## src/rtl/pipeline_pkg.sv

```systemverilog
// Shared types for the RV32IM pipeline: datapath typedefs, ALU op encoding,
// iterative mul/div FSM states and the execute->memory register layout.
package pipeline_pkg;

  typedef logic [31:0] Data;
  typedef logic [4:0]  RegId;
  typedef logic        Bool;
  typedef logic [63:0] DWord;

  localparam Bool TRUE  = 1'b1;
  localparam Bool FALSE = 1'b0;

  localparam Data DIV_BY_ZERO_Q = 32'hFFFF_FFFF;
  localparam int  ITER_COUNT    = 32;

  typedef enum logic [4:0] {
    OP_ADD, OP_SUB, OP_SLL, OP_SLT, OP_SLTU, OP_XOR, OP_SRL, OP_SRA, OP_OR, OP_AND,
    OP_MUL, OP_MULH, OP_MULHSU, OP_MULHU, OP_DIV, OP_DIVU, OP_REM, OP_REMU
  } AluOp;

  typedef enum logic [1:0] {
    MD_IDLE,
    MD_BUSY,
    MD_DONE
  } MulDivState;

  // Execute -> memory pipeline register
  typedef struct packed {
    Data  alu_res;
    Data  rs2_val;
    RegId rd_idx;
    Bool  mem_load_enable;
    Bool  mem_store_enable;
    Bool  reg_write_enable;
  } ExMemReg;

  function automatic Bool is_muldiv(input AluOp op);
    return op inside {OP_MUL, OP_MULH, OP_MULHSU, OP_MULHU,
                      OP_DIV, OP_DIVU, OP_REM, OP_REMU};
  endfunction

  function automatic Bool is_div(input AluOp op);
    return op inside {OP_DIV, OP_DIVU, OP_REM, OP_REMU};
  endfunction

endpackage

```

## src/rtl/mul_div_unit.sv

```systemverilog
// Iterative RV32M unit: 32-step shift-add multiply / restoring divide on operand
// magnitudes, with sign fix-up applied in the DONE cycle.
module mul_div_unit
  import pipeline_pkg::*;
(
  input  logic       clk,
  input  logic       rst_n,
  input  logic       start,
  input  AluOp       op,
  input  Data        a,
  input  Data        b,
  output logic       busy,
  output logic       done,
  output Data        result,
  output MulDivState state
);

  MulDivState  next_state;
  logic [4:0]  cnt;
  AluOp        op_q;
  Bool         neg_res;
  Bool         neg_rem;
  Bool         b_zero;
  Data         mag_d;
  Data         hi;
  Data         lo;

  Bool         a_signed;
  Bool         b_signed;
  Data         mag_a_in;
  Data         mag_b_in;
  logic [32:0] mul_sum;
  logic [32:0] div_shift;
  Data         div_diff;
  Bool         div_ge;
  DWord        prod_fix;
  Data         quot;
  Data         rem;

  always_comb begin
    a_signed = op inside {OP_MULH, OP_MULHSU, OP_DIV, OP_REM};
    b_signed = op inside {OP_MULH, OP_DIV, OP_REM};
    mag_a_in = (a_signed && a[31]) ? -a : a;
    mag_b_in = (b_signed && b[31]) ? -b : b;
  end

  // hi:lo is the running product for multiply, remainder:quotient for divide
  always_comb begin
    mul_sum   = {1'b0, hi} + (lo[0] ? {1'b0, mag_d} : 33'd0);
    div_shift = {hi, lo[31]};
    div_ge    = div_shift >= {1'b0, mag_d};
    div_diff  = div_shift[31:0] - mag_d;
  end

  always_ff @(posedge clk or negedge rst_n) begin
    if (!rst_n) begin
      state <= MD_IDLE;
    end else begin
      state <= next_state;
    end
  end

  always_comb begin
    next_state = state;
    busy       = (state != MD_IDLE);
    done       = (state == MD_DONE);
    case (state)
      MD_IDLE: if (start) next_state = MD_BUSY;
      MD_BUSY: if (cnt == 5'(ITER_COUNT - 1)) next_state = MD_DONE;
      MD_DONE: next_state = MD_IDLE;
      default: next_state = MD_IDLE;
    endcase
  end

  always_ff @(posedge clk or negedge rst_n) begin
    if (!rst_n) begin
      cnt     <= '0;
      op_q    <= OP_MUL;
      neg_res <= FALSE;
      neg_rem <= FALSE;
      b_zero  <= FALSE;
      mag_d   <= '0;
      hi      <= '0;
      lo      <= '0;
    end else if (start && state == MD_IDLE) begin
      cnt     <= '0;
      op_q    <= op;
      neg_res <= (a_signed & a[31]) ^ (b_signed & b[31]);
      neg_rem <= a_signed & a[31];
      b_zero  <= (b == '0);
      hi      <= '0;
      mag_d   <= is_div(op) ? mag_b_in : mag_a_in;
      lo      <= is_div(op) ? mag_a_in : mag_b_in;
    end else if (state == MD_BUSY) begin
      cnt <= cnt + 5'd1;
      if (is_div(op_q)) begin
        hi <= div_ge ? div_diff : div_shift[31:0];
        lo <= {lo[30:0], div_ge};
      end else begin
        hi <= mul_sum[32:1];
        lo <= {mul_sum[0], lo[31:1]};
      end
    end
  end

  // A zero divisor leaves remainder == |dividend|, so only the quotient needs a special case
  always_comb begin
    prod_fix = neg_res ? -{hi, lo} : {hi, lo};
    quot     = b_zero ? DIV_BY_ZERO_Q : (neg_res ? -lo : lo);
    rem      = neg_rem ? -hi : hi;
    case (op_q)
      OP_MUL:                      result = prod_fix[31:0];
      OP_MULH, OP_MULHSU, OP_MULHU: result = prod_fix[63:32];
      OP_DIV, OP_DIVU:             result = quot;
      OP_REM, OP_REMU:             result = rem;
      default:                     result = '0;
    endcase
  end

endmodule

```

## src/rtl/stage_3_execute.sv

```systemverilog
// RV32IM execute stage: single-cycle ALU, operand mux, iterative mul/div with
// upstream stall, and the registered execute->memory outputs.
module stage_3_execute
  import pipeline_pkg::*;
(
  input  logic        clk,
  input  logic        rst_n,
  input  logic        in_valid,
  input  AluOp        alu_op,
  input  logic [31:0] rs1_val,
  input  logic [31:0] rs2_val,
  input  logic [31:0] imm,
  input  logic        use_imm,
  input  logic [4:0]  rd_idx,
  input  logic        mem_load_enable,
  input  logic        mem_store_enable,
  input  logic        reg_write_enable,
  output logic        stall_out,
  output logic [31:0] alu_res_out,
  output logic [31:0] rs2_val_out,
  output logic [4:0]  rd_idx_out,
  output logic        mem_load_enable_out,
  output logic        mem_store_enable_out,
  output logic        reg_write_enable_out
);

  Data        op_b;
  Data        alu_val;
  Bool        md_op;
  Bool        md_start;
  Bool        md_busy;
  Bool        md_done;
  Data        md_result;
  MulDivState md_state;
  ExMemReg    cap_q;
  ExMemReg    out_q;
  ExMemReg    out_d;

  assign op_b      = use_imm ? imm : rs2_val;
  assign md_op     = in_valid & is_muldiv(alu_op);
  assign md_start  = md_op & ~md_busy;
  // Held-input protocol: stall_out high means the inputs stay frozen; it drops
  // in DONE so upstream advances on the same edge that registers the result.
  assign stall_out = md_op & (md_state != MD_DONE);

  mul_div_unit u_mul_div (
    .clk    (clk),
    .rst_n  (rst_n),
    .start  (md_start),
    .op     (alu_op),
    .a      (rs1_val),
    .b      (op_b),
    .busy   (md_busy),
    .done   (md_done),
    .result (md_result),
    .state  (md_state)
  );

  always_comb begin
    case (alu_op)
      OP_ADD:  alu_val = rs1_val + op_b;
      OP_SUB:  alu_val = rs1_val - op_b;
      OP_SLL:  alu_val = rs1_val << op_b[4:0];
      OP_SLT:  alu_val = {31'b0, $signed(rs1_val) < $signed(op_b)};
      OP_SLTU: alu_val = {31'b0, rs1_val < op_b};
      OP_XOR:  alu_val = rs1_val ^ op_b;
      OP_SRL:  alu_val = rs1_val >> op_b[4:0];
      OP_SRA:  alu_val = Data'($signed(rs1_val) >>> op_b[4:0]);
      OP_OR:   alu_val = rs1_val | op_b;
      OP_AND:  alu_val = rs1_val & op_b;
      default: alu_val = '0;
    endcase
    if (mem_load_enable || mem_store_enable) alu_val = rs1_val + imm;
  end

  always_comb begin
    out_d = '0;
    if (md_done) begin
      out_d         = cap_q;
      out_d.alu_res = md_result;
    end else if (in_valid && !md_busy && !md_op) begin
      out_d = '{alu_res: alu_val, rs2_val: rs2_val, rd_idx: rd_idx,
                mem_load_enable: mem_load_enable, mem_store_enable: mem_store_enable,
                reg_write_enable: reg_write_enable};
    end
  end

  always_ff @(posedge clk or negedge rst_n) begin
    if (!rst_n) begin
      out_q <= '0;
      cap_q <= '0;
    end else begin
      out_q <= out_d;
      if (md_start) begin
        cap_q <= '{alu_res: '0, rs2_val: rs2_val, rd_idx: rd_idx,
                   mem_load_enable: mem_load_enable, mem_store_enable: mem_store_enable,
                   reg_write_enable: reg_write_enable};
      end
    end
  end

  assign alu_res_out          = out_q.alu_res;
  assign rs2_val_out          = out_q.rs2_val;
  assign rd_idx_out           = out_q.rd_idx;
  assign mem_load_enable_out  = out_q.mem_load_enable;
  assign mem_store_enable_out = out_q.mem_store_enable;
  assign reg_write_enable_out = out_q.reg_write_enable;

endmodule

```

## config.mk

```make
export PLATFORM = sky130hd
export DESIGN_NAME = stage_3_execute
export DESIGN_NICKNAME = d
export VERILOG_FILES = /design/src/rtl/pipeline_pkg.sv /design/src/rtl/mul_div_unit.sv /design/src/rtl/stage_3_execute.sv
export SDC_FILE = /design/constraint.sdc
export NUM_CORES = 2
export LEC_CHECK = 0
export ABC_CLOCK_PERIOD_IN_PS = 5450
export CAP_MARGIN = 20
export CORE_UTILIZATION = 30
export CTS_CLUSTER_DIAMETER = 150
export DETAILED_ROUTE_END_ITERATION = 16
export PLACE_DENSITY = 0.52
export SLEW_MARGIN = 25
export SYNTH_ARGS = -nofsm -noshare
export SYNTH_HDL_FRONTEND = slang
export SYNTH_SLANG_ARGS = --single-unit
```

## constraint.sdc

```tcl
create_clock -name clk -period 5.45 [get_ports clk]
set_clock_uncertainty 0.15 [all_clocks]
set_input_delay 1.09 -clock clk [delete_from_list [all_inputs] [get_ports clk]]
set_output_delay 1.09 -clock clk [all_outputs]
set_load 0.02 [all_outputs]
```

# --- Word level (Yosys, flattened, before mapping) ---
# Index checks and enable logic that the tools add are counted.
word_totals:
  register_bits: 223
  out_inout_bits: 73
op_classes:
  n_addsub: 11
  magnitude_cmp: 3
  eq_ne: 31
  shift: 3
  n_mux: 27
  bitwise: 10
  reduce_logical: 22
ops:
  columns: ["cell", "n"]
  rows:
  - ["$mux 32", 17]
  - ["$pmux 32 s10", 1]
  - ["$mux 72", 2]
  - ["$neg 32->32", 4]
  - ["$pmux 32 s4", 1]
  - ["$eq 5x4->1 const B", 14]
  - ["$add 32x32->32", 2]
  - ["$lt 32x32->1", 2]
  - ["$mux 64", 1]
  - ["$neg 64->64", 1]
  - ["$sub 32x32->32", 2]
  - ["$add 32x33->33", 1]
  - ["$ge 33x32->1", 1]
  - ["$and 32x32->32", 1]
  - ["$logic_not 32->1", 1]
  - ["$or 32x32->32", 1]
  - ["$shl 32x5->32", 1]
  - ["$shr 32x5->32", 1]
  - ["$sshr 32x5->32", 1]
  - ["$xor 32x32->32", 1]
  - ["$eq 5x5->1 const B", 5]
  - ["$eq 5x3->1 const B", 4]
  - ["$reduce_bool 4->1", 3]
  - ["$eq 5x2->1 const B", 2]
  - ["23 further kinds", 37]

# --- Longest topological paths before layout ---
logic_depth:
  ltp_word: 7
  ltp_mapped: 19

# --- Cells and area by module ---
# A second synthesis with hierarchy kept.
unflattened:
  hier_cells: 3844
  hier_area_um2: 28249.6
by_module_without_submodules:
  columns: ["mod", "n_inst", "cells_per_inst", "area_per_inst_um2"]
  rows:
  - ["stage_3_execute", 1, 2024, 15098.2]
  - ["mul_div_unit", 1, 1820, 13151.4]

# --- Least setup slack after synthesis ---
# OpenSTA, ideal clock, no wires.
synth_path:
  path_kind: "input to register"
  from: "in use_imm"
  to: "reg out_q (netlist bit alu_res_out[22])"
  t_arrival_ps: 5208
  required_ps: 5166
  slack_ps: -43
  stages: 17
  path_buffers: 5
  path_cell_list: "buf_2 buf_1 mux2i_1 clkbuf_1 clkbuf_1 clkbuf_1 ha_1 nor2b_1 o211a_1 o211a_1 o2111a_1 or3_1 a2111oi_0 a21o_1 xnor2_1 a21oi_1 o22ai_1"
synth_rtl:
  columns: ["item", "line_no", "text"]
  rows:
  - ["start, declared", "stage_3_execute.sv:13", "input logic use_imm,"]
  - ["end signal, assigned", "stage_3_execute.sv:93", "out_q <= out_d;"]
  - ["end, declared", "stage_3_execute.sv:36", "ExMemReg out_q;"]

# --- Worst setup path in the final report ---
layout_path:
  from: "in alu_op[1]"
  to: "out stall_out"
layout_between:
  elab_chain_len: 4
  word_cells_on_any_way: 11
layout_lines:
  columns: ["item", "line_no", "text"]
  rows:
  - ["start, declared", "stage_3_execute.sv:9", "input AluOp alu_op,"]
  - ["$eq 5x4->1 / $eq 5x5->1 (equally long branches)", "pipeline_pkg.sv:38", "return op inside {OP_MUL, OP_MULH, OP_MULHSU, OP_MULHU,"]
  - ["$reduce_bool 8->1 *", "pipeline_pkg.sv:38", null]
  - ["$and 1x1->1 *", "stage_3_execute.sv:40", "assign md_op = in_valid & is_muldiv(alu_op);"]
  - ["$and 1x1->1 *", "stage_3_execute.sv:44", "assign stall_out = md_op & (md_state != MD_DONE);"]
  - ["end, declared", "stage_3_execute.sv:18", "output logic stall_out,"]
# Every way passes the cells marked *; elsewhere a longest branch is shown, timed or not.

==> impl_metrics.ini <==
[floorplan]
core_um2 = 90400
die_x_um = 305
start_util_pct = 30.4
pin_count = 186
rows = 110
dieHeight_um = 305
dieArea_um2 = 92900

[clock_network]
cts_tree = done
cts_resized = 0
post_cts_buffers = 0
path_clk_slew_ns = 0.06
cts_hold_buf = 0
clock_sinks = 223
clock_latency_ns = 0.62
cts_made_buffers = 31
clk_path_buf_depth = 3
htree_levels = 1
cts_root_buffer = clkbuf_16

[synth]
ys_async_sr_fraction_pct = 100
synth_edf_count = 0
synth_common_cells = nand2_1, a21oi_1, nor2_1, o21ai_0, clkbuf_1
synth-seq-area-share_pct = 20.3
synth.area.top_cells = dfrtp_1, ha_1, nand2_1
post_synth_num_cell_types = 94
ys_ff_latch = 223
synth_top_area_share_pct = 20.1
yosysWarningCount = 0
avgSynthCellArea_um2 = 7.28
synth_area_um2 = 27500
synth.most_common_cell = nand2_1
synth_top_area_cell = dfrtp_1
synth_flop_cell = dfrtp_1
synthCells = 3779
syn-num-nets = 4098

[global_routing]
gr-total-overflow = 0
grt_start_max_net_pins = 108
grt_pass1_vias = 29597
grt_pass1_wl_mm = 211
grt_util_all_layers_pct = 30.6
antenna_found_initial = 2

[critical_path]
worstPathRequired_ns = 4.21
crit_path_cell_trace = clkdlybuf4s50_1, nor2_1, nand3b_1, o21ai_0, buf_4, and3b_1, clkdlybuf4s50_1
cp_num_buf_inv = 3
path_max_fanout = 11
crit_path_top_delay_cell = clkdlybuf4s50_1
cp-start-kind = primary input
cpMostUsedCell = clkdlybuf4s50_1
cp-end-kind = output pin
worst_ep_arrival_time_ns = 3.66
cp_top_family = buffers and inverters
slowest_delay_ns = 0.73
crit_type = in -> out

[cells_and_area]
fillers = 9634
syn2layout_area_growth_pct = 21.5
drive_gt1_share_pct = 10.9
nets = 4333
n_antenna_cell = 0

[detailed_routing]
dr.pass1.iters = 6
ant_nets = 0
vias_per_cell = 5.95
wirelength_mm = 147
drt-wirelength-per-cell_um = 28.3
drtIter0Drc = 3422
vias = 31009
route.detailed.drc = 0

[timing]
final.period_utilization_pct = 89.9
holdWs_ns = 0.291
period_needed_ns = 4.90
setup_viol = 0
fmax_mhz = 204
finalMaxSlewViolations = 0
finalHoldViolCount = 0
max_slew.worst_pin.slew_ns = 1.03
rsz0062_at_grt = false
maxSlewHeadroom_pct = 29.7

[run_status]
outcome = finished, final reports clean

[power]
p_clk_share_pct = 14.4
seq_power_share_pct = 21.8
p_leak_nw = 14.3
internal_power_w = 0.00715
comb_power_share_pct = 63.7
p_sw_w = 0.00746
ir_worst_vdd_v = 0.000253
power_density_nw_per_um2 = 437
fin_total_pwr_w = 0.0146
p_sw_share_pct = 51.1

[placed_design]
place.port_buffers = 185
place_congestion = 1.05
hpwl_mm = 117

[hold_path]
hp-class = in -> async

[flow_run]
drv_cap = 0
==> layout by cell type, fill, tap and decap left out, types with 17 or more instances in the layout <==
cell	count
o22ai_1	48
o21a_1	20
o21bai_1	22
nor4_1	19
nand2_1	489
clkdlybuf4s50_1	182
and3_1	17
dfrtp_1	220
a21o_1	53
buf_12	19
buf_4	279
o21ai_0	320
nand3_1	85
a22oi_1	34
a221oi_1	34
or3_1	23
nor2_1	316
a211oi_1	38
and2_1	20
xnor2_1	159
xor2_1	92
mux2i_1	142
or4_1	20
nor3_1	74
o31ai_1	40
a31oi_1	38
clkbuf_16	31
ha_1	201
a22o_1	46
o221ai_1	35
nand2b_1	23
o211ai_1	75
a21oi_1	339
nor2b_1	26
inv_1	146
nand4_1	27
==> cells by family after synthesis <==
group	after synthesis	synth area share, %
simple gates	1209	19.9
flops	223	20.3
fa+ha+maj	206	9.51
mux	163	6.01
xor+xnor	251	7.99
buf+inv	433	6.00
compound gates	1294	30.3
==> power by group through the flow <==
stage | sequential, W | clock, W | combinational (W)
2_1_floorplan | 0.00276 | 0 | 0.00659
3_3_place_gp | 0.00319 | 0 | 0.00910
3_5_place_dp | 0.00319 | 0 | 0.00911
4_1_cts | 0.00316 | 0.00215 | 0.00918
5_1_grt | 0.00328 | 0.00221 | 0.0102
6_report | 0.00319 | 0.00211 | 0.00931
==> final timing paths <==
path                       depth (start not counted)  slack [ns]                               to                          from
max in group asynchronous                          2        3.68  u_mul_div.mag_d[20]$_DFFE_PN0P_                         rst_n
setup / recovery                                   7        0.55                        stall_out                     alu_op[1]
min in group clk                                   2        0.32            cap_q[25]$_DFFE_PN0P_         cap_q[25]$_DFFE_PN0P_
setup reg to reg                                  11        0.89        alu_res_out[23]$_DFF_PN0_  u_mul_div.lo[10]$_DFFE_PN0P_
hold reg to reg                                    2        0.32            cap_q[25]$_DFFE_PN0P_         cap_q[25]$_DFFE_PN0P_
hold / removal                                     1        0.29      u_mul_div.hi[6]$_DFFE_PN0P_                         rst_n
==> cell type report <==
class                      count  area, µm²  area share, %
multi-input combinational   3123      20400           61.2
inverter                     152        571           1.71
timing repair buffer         483       4320           12.9
sequential                   223       5580           16.7
clock inverter                15        153          0.457
tap                         1176       1470           4.40
clock buffer                  42        877           2.63
==> state kept, by name, indices dropped and copies added, names as in the netlist, 2 cells and up <==
signal and count:
u_mul_div.op_q 5, rs2_val_out 32, rd_idx_out 5, u_mul_div.lo 32, u_mul_div.hi 32, u_mul_div.cnt 5, alu_res_out 32, u_mul_div.state 2
u_mul_div.mag_d 32, cap_q 40
==> worst register-to-register path, stage by stage, from the launching register on <==
cell and delay (ns):
dfrtp_1 0.46, or4_4 0.59, or3_4 0.42, or3_1 0.53, nor2_4 0.15, nand3_2 0.15, or4b_4 0.64, o31ai_4 0.24
xnor2_1 0.11, a21oi_1 0.58, o22ai_1 0.22, buf_4 0.20
==> routing by layer <==
metal  wire [µm]  global-route usage, %
met5           8                      0
met4        9380                   16.6
met3       11700                   5.27
met2       64700                   48.1
met1       61600                   39.9
==> per-stage QoR <==
step	std cells	worst slack [ns]	setup TNS (ns)	instance area, µm²	util (%)
detailed placement	5157	0.126	0	32400	35.8
global placement	5157	0.219	0	32400	35.8
CTS	5214	0.651	0	33400	36.9
global route	5214	0.487	0	33400	36.9
finish	5214	0.552	0	33400	36.9
floorplan	3779	-0.000969	-0.000969	27500	-
(Power assumes the default switching activity.)
